### config.mk
export PLATFORM = sky130hd
export DESIGN_NAME = edf_preempt_ctrl
export DESIGN_NICKNAME = d
export VERILOG_FILES = /design/src/rtl/edf_pkg.sv /design/src/rtl/edf_nest_stack.sv /design/src/rtl/edf_preempt_ctrl.sv
export SDC_FILE = /design/constraint.sdc
export NUM_CORES = 1
export LEC_CHECK = 0
export BUFFER_PORTS_ARGS = -buffer_cell sky130_fd_sc_hd__buf_2
export CAP_MARGIN = 20
export CORE_AREA = 3 3 129 131
export DETAILED_ROUTE_END_ITERATION = 7
export DIE_AREA = 0 0 132 134
export PLACE_DENSITY = 0.7
export SETUP_SLACK_MARGIN = 0.02
export SYNTH_ARGS = -nofsm -noshare
export SYNTH_HDL_FRONTEND = slang
export SYNTH_SLANG_ARGS = --single-unit
### constraint.sdc
create_clock -name clk_i -period 7.06 [get_ports clk_i]
set_input_delay 0.353 -clock clk_i [delete_from_list [all_inputs] [get_ports clk_i]]
set_output_delay 0.353 -clock clk_i [all_outputs]
set_load 0.01 [all_outputs]
### src/rtl/edf_pkg.sv
// Shared types and helpers for the EDF preemption sequencer.
package edf_pkg;

  typedef enum logic [1:0] {
    IDLE = 2'd0,
    REQ  = 2'd1,
    ACK  = 2'd2,
    HOLD = 2'd3
  } state_e;

  // Widest deadline the helpers handle; instances use their own low DlWidth bits.
  localparam int unsigned DlMaxWidth = 64;

  typedef struct packed {
    logic [DlMaxWidth-1:0] dl;
  } entry_t;

  // True when a is strictly earlier than b on a w-bit wrapping timeline.
  // The low w bits of the 64-bit difference equal the w-bit difference, so
  // bit w-1 is the sign of the wrap-safe comparison.
  function automatic logic dl_earlier(input entry_t a, input entry_t b,
                                      input int unsigned w);
    logic [DlMaxWidth-1:0] diff;
    diff = a.dl - b.dl;
    return |(diff & (DlMaxWidth'(1) << (w - 1)));
  endfunction

endpackage

### src/rtl/edf_nest_stack.sv
// LIFO of absolute deadlines for nested (preempted) handlers.
module edf_nest_stack #(
  parameter  int unsigned MaxNest    = 4,
  parameter  int unsigned DlWidth    = 24,
  localparam int unsigned DepthWidth = $clog2(MaxNest + 1)
) (
  input  logic                  clk_i,
  input  logic                  rst_ni,
  input  logic                  push_i,
  input  logic                  pop_i,
  input  logic [DlWidth-1:0]    push_dl_i,
  output logic [DlWidth-1:0]    top_o,
  output logic [DepthWidth-1:0] depth_o,
  output logic                  full_o,
  output logic                  empty_o
);

  logic [DlWidth-1:0]    mem_q [MaxNest];
  logic [DlWidth-1:0]    mem_d [MaxNest];
  logic [DepthWidth-1:0] depth_q, depth_d;
  logic [DepthWidth-1:0] depth_after_pop;
  logic                  do_pop, do_push;

  assign empty_o = (depth_q == '0);
  assign full_o  = (depth_q == DepthWidth'(MaxNest));
  assign depth_o = depth_q;

  // Pop is applied first so a simultaneous push replaces the old top.
  always_comb begin
    do_pop          = pop_i & ~empty_o;
    depth_after_pop = depth_q - DepthWidth'(do_pop);
    do_push         = push_i & (depth_after_pop != DepthWidth'(MaxNest));
    depth_d         = depth_after_pop + DepthWidth'(do_push);
    mem_d           = mem_q;
    for (int unsigned i = 0; i < MaxNest; i++) begin
      if (do_push && (DepthWidth'(i) == depth_after_pop)) mem_d[i] = push_dl_i;
    end
  end

  // Top-of-stack read; zero when empty.
  always_comb begin
    top_o = '0;
    for (int unsigned i = 0; i < MaxNest; i++) begin
      if (DepthWidth'(i + 1) == depth_q) top_o = mem_q[i];
    end
  end

  // Stack storage and depth register.
  always_ff @(posedge clk_i or negedge rst_ni) begin
    if (!rst_ni) begin
      depth_q <= '0;
      for (int unsigned i = 0; i < MaxNest; i++) mem_q[i] <= '0;
    end else begin
      depth_q <= depth_d;
      mem_q   <= mem_d;
    end
  end

endmodule

### src/rtl/edf_preempt_ctrl.sv
// Forwards the EDF controller's winner to the core when it preempts the
// running handler, runs the claim handshake and tracks nesting.
module edf_preempt_ctrl
  import edf_pkg::*;
#(
  parameter  int unsigned NrIrqs     = 4,
  parameter  int unsigned TsWidth    = 24,
  parameter  int unsigned TsClip     = 0,
  parameter  int unsigned MaxNest    = 4,
  localparam int unsigned IdWidth    = $clog2(NrIrqs),
  localparam int unsigned DlWidth    = TsWidth + TsClip,
  localparam int unsigned DepthWidth = $clog2(MaxNest + 1)
) (
  input  logic                  clk_i,
  input  logic                  rst_ni,
  input  logic [63:0]           mtime_i,
  input  logic                  irq_valid_i,
  input  logic [IdWidth-1:0]    irq_id_i,
  input  logic [DlWidth-1:0]    irq_dl_i,
  output logic                  irq_ack_o,
  output logic [IdWidth-1:0]    irq_id_o,
  output logic                  core_irq_o,
  output logic [IdWidth-1:0]    core_irq_id_o,
  output logic [DlWidth-1:0]    core_irq_dl_o,
  input  logic                  core_ack_i,
  input  logic                  core_complete_i,
  output logic [DepthWidth-1:0] depth_o,
  output logic [DlWidth-1:0]    thr_dl_o,
  output logic                  err_o
);

  state_e             state_q, state_d;
  logic [IdWidth-1:0] id_q, id_d;
  logic [DlWidth-1:0] dl_q, dl_d;
  logic               err_q, err_d;

  logic [DlWidth-1:0] cand_abs;
  logic [DlWidth-1:0] thr_dl;
  logic               st_full, st_empty;
  logic               preempt, qualify;
  entry_t             cand_e, thr_e;

  if (DlWidth < 64) begin : g_unused_mtime
    logic unused_mtime;
    assign unused_mtime = ^mtime_i[63:DlWidth];
  end

  edf_nest_stack #(
    .MaxNest (MaxNest),
    .DlWidth (DlWidth)
  ) u_stack (
    .clk_i     (clk_i),
    .rst_ni    (rst_ni),
    .push_i    (state_q == ACK),
    .pop_i     (core_complete_i),
    .push_dl_i (dl_q),
    .top_o     (thr_dl),
    .depth_o   (depth_o),
    .full_o    (st_full),
    .empty_o   (st_empty)
  );

  // Candidate absolute deadline and the preemption qualification.
  always_comb begin
    cand_abs   = irq_dl_i + mtime_i[DlWidth-1:0];
    cand_e     = '0;
    thr_e      = '0;
    cand_e.dl  = DlMaxWidth'(cand_abs);
    thr_e.dl   = DlMaxWidth'(thr_dl);
    preempt    = dl_earlier(cand_e, thr_e, DlWidth);
    qualify    = irq_valid_i & (st_empty | preempt) & ~st_full;
  end

  // Handshake sequencing and request latching.
  always_comb begin
    state_d = state_q;
    id_d    = id_q;
    dl_d    = dl_q;
    err_d   = err_q | (core_complete_i & st_empty);
    case (state_q)
      IDLE: begin
        if (qualify) begin
          id_d    = irq_id_i;
          dl_d    = cand_abs;
          state_d = REQ;
        end
      end
      REQ: begin
        if (core_ack_i) begin
          state_d = ACK;
        end else if (!qualify) begin
          state_d = IDLE;
        end else if (irq_id_i != id_q) begin
          id_d = irq_id_i;
          dl_d = cand_abs;
        end
      end
      ACK:     state_d = HOLD;
      HOLD:    state_d = IDLE;
      default: state_d = IDLE;
    endcase
  end

  // State, latched request and sticky error registers.
  always_ff @(posedge clk_i or negedge rst_ni) begin
    if (!rst_ni) begin
      state_q <= IDLE;
      id_q    <= '0;
      dl_q    <= '0;
      err_q   <= 1'b0;
    end else begin
      state_q <= state_d;
      id_q    <= id_d;
      dl_q    <= dl_d;
      err_q   <= err_d;
    end
  end

  assign core_irq_o    = (state_q == REQ);
  assign core_irq_id_o = core_irq_o ? id_q : '0;
  assign core_irq_dl_o = core_irq_o ? dl_q : '0;
  assign irq_ack_o     = (state_q == ACK);
  assign irq_id_o      = irq_ack_o ? id_q : '0;
  assign thr_dl_o      = thr_dl;
  assign err_o         = err_q;

endmodule

==> flow_summary.ini <==
[cts]
insertion_delay_ps = 410
cts_resized = 0
cts_made_buffers = 17
cts_root_buffer = clkbuf_16
post_cts_buffers = 0
h-tree-depth = 4
clock_path_buffers = 2
clock_sinks = 128
cts_hold_buf = 0
cts.clk_slew.worst_paths_ps = 50
cts_tree = yes

[critical_path]
start_kind = input port
crit_path_max_fanout = 24
path_class = in -> reg
cp-end-kind = flop
critPathArrivalTime_ps = 5510
critPathRequiredTime_ps = 7350

[logic_synthesis]
syn_inst = 683
synth_nets = 828
synth.top_cell.area_share = 0.414
async_flop_share = 1.00
seq_area_frac_synth = 0.414
synthFlopType = dfrtp_1
synth_seq_cells = 128
synth.cell_area_mm2 = 0.00774
yosys_warnings = 0
synth.distinct_cells = 54
synth-edff-count = 0
synth.area.top_cells = dfrtp_1, mux2_2, ha_1
avgSynthCellArea_um2 = 11.3
synth.largest_area_cell = dfrtp_1

[place]
dpl-instance-area_mm2 = 0.00855
io_buffers = 112
hpwlAfterDp_um = 13400
routabilityCongestion = 0.838
place_ws_ps = 1440

[timing]
slew_headroom = 0.395
setup_viol = 0
hold_slack_ps = -3.92
tns_ps = 0
post-route-min-period_ps = 5220
rsz0062_at_grt = no
tightest_slew_ps = 905
fin_ws_ps = 1840
hold_viol = 3
post-route-period-util = 0.739
skew_ps = 7.59
maxSlewViolCount = 0
fmax_ghz = 0.192

[power]
ir_worst_vdd_mv = 0.250
p_leak_uw = 0.00448
power_density_mw_per_mm2 = 474

[die]
die-area_mm2 = 0.0177
rows = 46
start_util = 0.493
dieWidth_um = 132
ioPinCount = 153
die_h_um = 134
coreArea_mm2 = 0.0157

[run]
maxCapViolCount = 0

[route]
drc = 0
drt-initial-drc-count = 358
drtPass1Iterations = 4
wire_per_inst_um = 18.8
vias = 5724
ant_nets = 0
wirelength_um = 19300
viasPerCell = 5.57

[run_status]
outcome = finished, violations left
violations = hold timing

[cells_and_area]
layout-drive-gt1-share = 0.361
num_antenna_cells = 0
seqCellArea_mm2 = 0.00320
utilization = 0.588
design_area_mm2 = 0.00924
nNetsFinal = 944
syn_to_final_growth_pct = 19.4
multi_input_area_mm2 = 0.00425
fillCellCount = 1299

[grt]
grt_pass1_wl_um = 30900
overflow = 0
grt_pass1_vias = 6098
antenna_found_initial = 0
gr-usage-all-layers = 0.218
grt_max_degree = 72

[hold_path]
hp-class = in -> async
## power breakdown
part	total [uW]	switching (uW)	internal, uW
logic	2020	1030	983
clock network	1020	308	709
registers	1340	259	1090
total	4380	1600	2780
## cells in the mapped netlist, types with 3 or more instances
cell type	instances
nor2_1	17
mux2i_1	24
o21a_1	7
mux2_2	102
nor2b_1	8
nand4_1	6
nand2_1	22
nor3_1	8
a22oi_1	24
inv_1	40
clkbuf_1	24
a21oi_1	36
o21ai_0	12
nand3_1	11
a211oi_1	4
a211o_1	3
ha_1	49
o21bai_1	5
a21o_1	11
o211ai_1	5
xor2_1	4
dfrtp_1	128
xnor2_1	18
mux2_4	19
or3_1	4
and2_1	31
o22ai_1	5
o22a_1	19
nand2b_1	4
## sequential cells by signal, summed over array words and instances, names as in the netlist, named ones only
| register | count |
|---|---|
| dl_q | 24 |
| state_q | 1 |
| id_q | 2 |
| u_stack.mem_q | 96 |
| u_stack.depth_o | 3 |
| err_o | 1 |
## path summary, 6_finish.rpt
path | startpoint | to | slack (ps) | cells past startpoint
min reg2reg | err_o | err_o | 460 | 1
max | irq_dl_i[0] | dl_q[1] | 1840 | 21
max reg2reg | u_stack.depth_o[2] | dl_q[1] | 2010 | 15
max in group asynchronous | rst_ni | u_stack.mem_q[9] | 5720 | 2
min in group clk_i | core_complete_i | err_o | 170 | 2
min | rst_ni | id_q[0] | -4 | 1
## area by class of cell
class | instances | share of cell area
Multi-Input combinational cell | 485 | 0.459
Timing Repair Buffer | 127 | 0.0731
Tap cell | 216 | 0.0292
Clock inverter | 9 | 0.0217
Clock buffer | 23 | 0.0539
Inverter | 40 | 0.0162
Sequential cell | 128 | 0.347
## kinds of logic after synthesis
family | Yosys count | synth area share
and+or+nand+nor | 120 | 0.0829
AOI/OAI and AO/OA | 147 | 0.137
buffers and inverters | 70 | 0.0407
xor gates and xnor gates | 23 | 0.0270
muxes | 145 | 0.216
DFF | 128 | 0.414
adders and majority gates | 50 | 0.0818
## critical path: stages
cell and delay (ps):
buf_2 80, ha_1 210, inv_1 70, fa_1 400, nand2b_1 180, a21oi_1 140
o21ai_0 120, a21oi_1 370, a21o_1 180, a21oi_1 70, xnor2_1 300, ha_1 320
a21oi_1 180, o21ai_0 110, a2111oi_0 760, a211o_1 240, o2111ai_2 130, xnor2_2 230
a21oi_4 190, buf_4 450, mux2_2 390
## layout by cell type (no fill, tap or decap), drive strengths merged, types with 3 or more instances in the layout
cell       n
o211ai     6
o22ai      6
o21bai     5
a21oi     37
a21o      11
nor2      17
o22a      19
nor3       8
mux2     121
nand2b     4
o21a       7
mux2i     24
a211o      3
clkbuf    23
a2111oi    3
inv       40
buf      127
o21ai     12
ha        49
xor2       4
dfrtp    128
bufinv     6
nor2b      8
or3        4
nand4      6
nand3     11
a211oi     4
xnor2     19
nand2     22
a22oi     24
and2      31
## per-stage QoR
step           std cells  total power [uW]
2_1_floorplan        683              2740
3_3_place_gp         996              3250
3_5_place_dp         996              3360
4_1_cts             1028              4400
5_1_grt             1028              4650
6_report            1028              4380
## layer usage
layer,track usage,part of all wire,wire (um)
met1,0.274,0.44,8510
met2,0.389,0.50,9690
met3,0.0416,0.042,812
met4,0.0583,0.015,286
met5,0,0,0
Power figures use the tool's default switching activity.
